## src/rtl/rv32i_types.sv

```systemverilog
// Shared rv32i core types; holds the 2-bit branch history counter state and its update rule.
package rv32i_types;

  typedef logic [31:0] rv32i_word;

  typedef enum logic [1:0] {
    SNT = 2'b00,
    WNT = 2'b01,
    WT  = 2'b10,
    ST  = 2'b11
  } bht_state_t;

  // Saturating 2-bit counter step toward the observed outcome.
  function automatic bht_state_t bht_next(bht_state_t s, logic taken);
    bht_state_t n;
    case (s)
      SNT:     n = taken ? WNT : SNT;
      WNT:     n = taken ? WT  : SNT;
      WT:      n = taken ? ST  : WNT;
      default: n = taken ? ST  : WT;
    endcase
    return n;
  endfunction

endpackage

```

## src/rtl/bht_array.sv

```systemverilog
// Table of 2-bit direction counters: one combinational read port and one
// read-modify-write training port; reads see the value before the same-edge update.
module bht_array
  import rv32i_types::*;
#(
  parameter int unsigned IDX_W = 6
) (
  input  logic             clk,
  input  logic             rst,
  input  logic [IDX_W-1:0] rd_idx_i,
  output bht_state_t       rd_state_o,
  input  logic             wr_en_i,
  input  logic [IDX_W-1:0] wr_idx_i,
  input  logic             wr_taken_i
);

  localparam int unsigned Entries = 2 ** IDX_W;

  bht_state_t mem_q [Entries];

  always_ff @(posedge clk) begin
    if (rst) begin
      for (int i = 0; i < Entries; i++) begin
        mem_q[i] <= WNT;
      end
    end else if (wr_en_i) begin
      mem_q[wr_idx_i] <= bht_next(mem_q[wr_idx_i], wr_taken_i);
    end
  end

  assign rd_state_o = mem_q[rd_idx_i];

endmodule

```

## src/rtl/branch_predictor_bht.sv

```systemverilog
// Gshare direction predictor: PC/history hash, registered prediction, non-speculative
// global history trained at resolve, and branch / mispredict statistics.
module branch_predictor_bht
  import rv32i_types::*;
#(
  parameter int unsigned IDX_W = 6,
  parameter int unsigned GHR_W = 6,
  parameter int unsigned CNT_W = 32
) (
  input  logic             clk,
  input  logic             rst,
  input  logic             pred_req,
  input  rv32i_word        pred_pc,
  output logic             pred_valid,
  output logic             pred_taken,
  output logic [IDX_W-1:0] pred_idx,
  input  logic             res_valid,
  input  logic [IDX_W-1:0] res_idx,
  input  logic             res_br_en,
  input  logic             res_pred,
  output logic             mispredict,
  output logic [GHR_W-1:0] ghr,
  output logic [CNT_W-1:0] br_count,
  output logic [CNT_W-1:0] miss_count
);

  logic             pred_valid_q, pred_valid_d;
  logic             pred_taken_q, pred_taken_d;
  logic [IDX_W-1:0] pred_idx_q, pred_idx_d;
  logic             mispredict_q, mispredict_d;
  logic [GHR_W-1:0] ghr_q, ghr_d;
  logic [CNT_W-1:0] br_count_q, br_count_d;
  logic [CNT_W-1:0] miss_count_q, miss_count_d;

  logic [IDX_W-1:0] hash_idx;
  bht_state_t       rd_state;
  logic             unused_pc_bits;

  // History is zero-extended into the upper index bits when shorter than the index.
  assign hash_idx       = pred_pc[IDX_W+1:2] ^ IDX_W'(ghr_q);
  assign unused_pc_bits = ^{pred_pc[31:IDX_W+2], pred_pc[1:0]};

  bht_array #(
    .IDX_W (IDX_W)
  ) u_bht_array (
    .clk        (clk),
    .rst        (rst),
    .rd_idx_i   (hash_idx),
    .rd_state_o (rd_state),
    .wr_en_i    (res_valid),
    .wr_idx_i   (res_idx),
    .wr_taken_i (res_br_en)
  );

  always_comb begin
    pred_valid_d = pred_req;
    pred_taken_d = pred_taken_q;
    pred_idx_d   = pred_idx_q;
    mispredict_d = 1'b0;
    ghr_d        = ghr_q;
    br_count_d   = br_count_q;
    miss_count_d = miss_count_q;

    if (pred_req) begin
      pred_taken_d = rd_state[1];
      pred_idx_d   = hash_idx;
    end

    if (res_valid) begin
      ghr_d      = {ghr_q[GHR_W-2:0], res_br_en};
      br_count_d = br_count_q + CNT_W'(1);
      if (res_br_en != res_pred) begin
        mispredict_d = 1'b1;
        miss_count_d = miss_count_q + CNT_W'(1);
      end
    end
  end

  always_ff @(posedge clk) begin
    if (rst) begin
      pred_valid_q <= 1'b0;
      pred_taken_q <= 1'b0;
      pred_idx_q   <= '0;
      mispredict_q <= 1'b0;
      ghr_q        <= '0;
      br_count_q   <= '0;
      miss_count_q <= '0;
    end else begin
      pred_valid_q <= pred_valid_d;
      pred_taken_q <= pred_taken_d;
      pred_idx_q   <= pred_idx_d;
      mispredict_q <= mispredict_d;
      ghr_q        <= ghr_d;
      br_count_q   <= br_count_d;
      miss_count_q <= miss_count_d;
    end
  end

  assign pred_valid = pred_valid_q;
  assign pred_taken = pred_taken_q;
  assign pred_idx   = pred_idx_q;
  assign mispredict = mispredict_q;
  assign ghr        = ghr_q;
  assign br_count   = br_count_q;
  assign miss_count = miss_count_q;

endmodule
```

## config.mk

```make
export PLATFORM = sky130hd
export DESIGN_NAME = branch_predictor_bht
export DESIGN_NICKNAME = d
export VERILOG_FILES = /design/src/rtl/rv32i_types.sv /design/src/rtl/bht_array.sv /design/src/rtl/branch_predictor_bht.sv
export SDC_FILE = /design/constraint.sdc
export NUM_CORES = 1
export LEC_CHECK = 0
export CAP_MARGIN = 30
export CORE_MARGIN = 1.5
export CORE_UTILIZATION = 40
export DETAILED_ROUTE_END_ITERATION = 7
export GPL_TIMING_DRIVEN = 0
export PLACE_DENSITY = 0.72
export SYNTH_ARGS = -nofsm -noshare
export SYNTH_HDL_FRONTEND = slang
export SYNTH_HIERARCHICAL = 1
export SYNTH_SLANG_ARGS = --single-unit
```

## constraint.sdc

```tcl
create_clock -name clk -period 4.27 [get_ports clk]
set_input_delay 0.854 -clock clk [delete_from_list [all_inputs] [get_ports clk]]
set_output_delay 0.854 -clock clk [all_outputs]
set_load 0.01 [all_outputs]
```

# Word level (Yosys, flattened, before mapping)
# Memories as Yosys holds them, arrays and structs flattened. A register that Yosys moved wholly into a read port is not among the register bits.
# Cells that the tools add are included.
word_totals:
  ff_bits: 78
  mem_bits_rw: 128
  input_bits: 44
  out_inout_bits: 79
  word_cells: 34
  n_memories: 1
classes:
  addsub: 2
  n_eq_ne: 3
  mux: 16
  bitwise_logic: 2
  reduce_logical: 4
memory_table:
  columns: ["name", "words", "word_bits", "read_ports", "rd_clocked_by_memory_dff", "write_ports", "line", "rtl"]
  rows:
  - ["u_bht_array.mem_q", 64, 2, 2, 1, 64, "bht_array.sv:19", "bht_state_t mem_q [Entries];"]
op_table:
  columns: ["cell", "n"]
  rows:
  - ["adder 32 x 1 -> 32 bit, second input constant", 2]
  - ["two-way mux 2 bit", 5]
  - ["two-way mux 1 bit", 9]
  - ["two-way mux 6 bit", 1]
  - ["one-hot mux 2 bit (3 select lines)", 1]
  - ["XOR 6 bit", 1]
  - ["OR reduction 2 bit", 2]
  - ["equality test 2 x 1 -> 1 bit, second input constant", 1]
  - ["equality test 2 bit, second input constant", 1]
  - ["zero test 2 bit", 1]
  - ["AND reduction 2 bit", 1]
  - ["!= test 1 bit", 1]
  - ["inverter 1 bit", 1]

# Logic depth before layout (Yosys ltp)
# An unclocked memory read counts as a cell.
depth:
  word_depth: 6
  depth_mapped: 12
  depth_no_buf: 8

# Hierarchy
# Netlist, hierarchy kept.
modules_own_cells:
  columns: ["module", "n_inst", "cells_per_inst", "area_per_inst_um2", "seq_area_each_um2"]
  rows:
  - ["bht_array", 1, 634, 7554.7, 3843.7]
  - ["branch_predictor_bht", 1, 419, 3669.8, 1581.5]

# Worst setup path after synthesis
# Ideal clock, no wire load.
synth_path:
  path_type: "input -> register"
  from: "in pred_pc[2]"
  to: "reg pred_taken_q, in the netlist pred_taken, read port of u_bht_array.mem_q"
  setup_ns: 0.128
  arrival_ns: 3.374
  required_ns: 4.142
  path_slack_ns: 0.768
  stages: 10
  n_path_buf: 2
  cell_sequence: "xor2_1 clkbuf_1 buf_1 mux4_2 mux4_2 nor2b_1 a211oi_1 a21oi_1 mux2i_1 nor2_1"
synth_via:
  elab_chain_len: 1
synth_rtl:
  columns: ["element", "line", "rtl"]
  rows:
  - ["from (decl)", "branch_predictor_bht.sv:13", "input rv32i_word pred_pc,"]
  - ["XOR 6 bit", "branch_predictor_bht.sv:40", "assign hash_idx = pred_pc[IDX_W+1:2] ^ IDX_W'(ghr_q);"]
  - ["to (decl)", "branch_predictor_bht.sv:28", "logic pred_taken_q, pred_taken_d;"]
# No other way between the ends.
# A chain may end at the register's enable or synchronous reset.

==> results.py <==
metrics = {
    "timing": {
        "slew_headroom_pct": 30.91,
        "rsz0062_at_grt": "no",
        "fmax_mhz": 250.1,
        "fin_skew_ps": 12.02,
        "setup_viol": 0,
        "hold_violations": 0,
        "final-max-slew-violation-count": 0,
        "period_minus_slack_ps": 3998,
        "timing.final.crit_share_pct": 93.63,
        "tightestPinTransition_ps": 1032,
        "hold_slack_ps": 490.3,
    },
    "worst_setup_path": {
        "ff2ff_path_depth": 8,
        "r2r-start": "ghr[1]",
        "r2r_setup_slack_ps": 1040,
        "cp.required_ps": 4620,
        "r2r_end": "pred_taken",
        "end_kind": "flop",
        "crit_type": "primary input to flop",
        "startpoint_type": "primary input",
        "arrival_ps": 4350,
        "path_max_fanout": 10,
    },
    "global_route": {
        "track_usage_pct": 25.22,
        "antenna_found_initial": 0,
        "first_global_vias": 8919,
        "grt_overflow": 0,
        "grt_start_max_net_pins": 13,
        "grt_pass1_wl_mm": 53.62,
    },
    "floorplan": {
        "boundaryPins": 123,
        "dieHeight_um": 166.9,
        "core_area_um2": 26210,
        "start_util_pct": 41.03,
        "die_w_um": 166.9,
        "rows": 59,
        "die_area_um2": 27870,
    },
    "routing": {
        "drc_errors": 0,
        "totalWireLength_mm": 35.39,
        "drt_iter0_markers": 1225,
        "vias_per_cell": 6.235,
        "wl_per_cell_um": 23.46,
        "first_pass_iters": 5,
        "antenna_left": 0,
        "num_vias": 9409,
    },
    "cts": {
        "clock_path_buffers": 3,
        "cts_resized": 0,
        "cts_root_buf": "clkbuf_16",
        "cts_buffers": 24,
        "hold_buffers": 0,
        "clk_pin_slew_ps": 60,
        "worstSkewPairLatency_ps": 530,
        "htree_levels": 1,
        "clock-sinks": 207,
        "cts_tree": "yes",
        "post_cts_buffers": 0,
    },
    "min_path": {
        "whs_endpoint": "miss_count[31]",
        "min-delay-start": "miss_count[31]",
        "hold_path.class": "flop to flop",
        "worstHoldPathCells": 2,
    },
    "place": {
        "postPlaceCellArea_um2": 12140,
        "place_inst": 1464,
        "dp.final_hpwl_mm": 25.19,
        "port_buffers": 93,
        "gp_congestion": 1.045,
    },
    "cells_and_area": {
        "areaGrowthSynthToFinish_pct": 19.92,
        "final_cell_mix": "edfxtp_1, clkdlybuf4s50_1, nor2_1",
        "fill_cells": 2357,
        "fin_area_um2": 12890,
        "layoutNonFillerInstCount": 1509,
        "final_common_cell": "edfxtp_1",
        "fin_nets": 1202,
        "diodes": 0,
        "layout-drive-gt1-share_pct": 12.01,
    },
    "pwr": {
        "vdd_ir_drop_max_uv": 251.5,
        "powerDensity_nw_per_um2": 364.6,
        "leakage_nw": 4.014,
    },
    "run_status": {
        "status": "finished clean",
    },
    "synthesis": {
        "yosysWarnings": 6,
        "synthesis.nets": 1078,
        "synthCells": 1032,
        "syn_avg_cell_area_um2": 10.42,
        "syn_area_um2": 10750,
    },
    "flow_run": {
        "cap_violations": 0,
    },
}
layer usage:
layer	wire length [µm]	global-route usage, %	share of wire, %
met4	1882	12.09	5.3
met3	4175	6.107	12
met1	13850	33.19	39
met5	0	0	0
met2	15480	39.08	44
registers in the layout, indices dropped and copies added (netlist names):
signal	count
pred_taken	1
pred_valid	1
miss_count	32
mispredict	1
pred_idx	6
ghr	6
br_count	32
u_bht_array/mem_q	128
worst max-delay path, stage by stage:
cell	delay, ps
clkdlybuf4s50_1	670
buf_4	300
buf_4	250
buf_4	240
nand2_1	110
o22a_1	230
a31oi_1	320
a21oi_1	80
and3_1	270
maj3_1	380
buf_2	210
buf_2	240
nor3_1	190
per-stage QoR:
step	setup slack (ps)	setup TNS, ps	total power [mW]	utilization, %
2_1_floorplan	935.1	0	2.558	-
3_3_place_gp	-210.3	-652.9	2.763	46.18
3_5_place_dp	-86.40	-2613	2.773	46.33
4_1_cts	430.2	0	4.708	49.17
5_1_grt	257.4	0	4.830	49.20
6_report	272.0	0	4.701	49.20
power breakdown:
part | leakage [nW] | total [mW] | internal [mW] | switching [mW]
combinational | 1.88 | 0.571 | 0.202 | 0.370
sequential | 1.76 | 2.18 | 2.15 | 0.0258
clock | 0.372 | 1.95 | 1.13 | 0.815
area by class of cell:
cell class	instances	area (µm²)	area share, %
Inverter	11	41.29	0.3202
Clock buffer	35	703.2	5.454
Multi-Input combinational cell	717	4785	37.11
Tap cell	335	419.2	3.251
Buffer	97	505.5	3.920
Timing Repair Buffer	98	973.4	7.550
Clock inverter	9	41.29	0.3202
Sequential cell	207	5425	42.08
how the worst max path moves through the flow:
stage / startpoint / endpoint / slack [ps] / cells past startpoint
finish: res_idx[0] / u_bht_array/mem_q[5][1] / 270 / 13
global placement: pred_pc[2] / pred_taken / -210 / 10
detailed placement: res_idx[0] / u_bht_array/mem_q[4][1] / -90 / 13
floorplan: pred_pc[2] / pred_taken / 940 / 9
CTS: res_idx[0] / u_bht_array/mem_q[5][1] / 430 / 13
global route: res_idx[0] / u_bht_array/mem_q[51][1] / 260 / 13
Note: power is estimated with default switching activity, not from simulation.
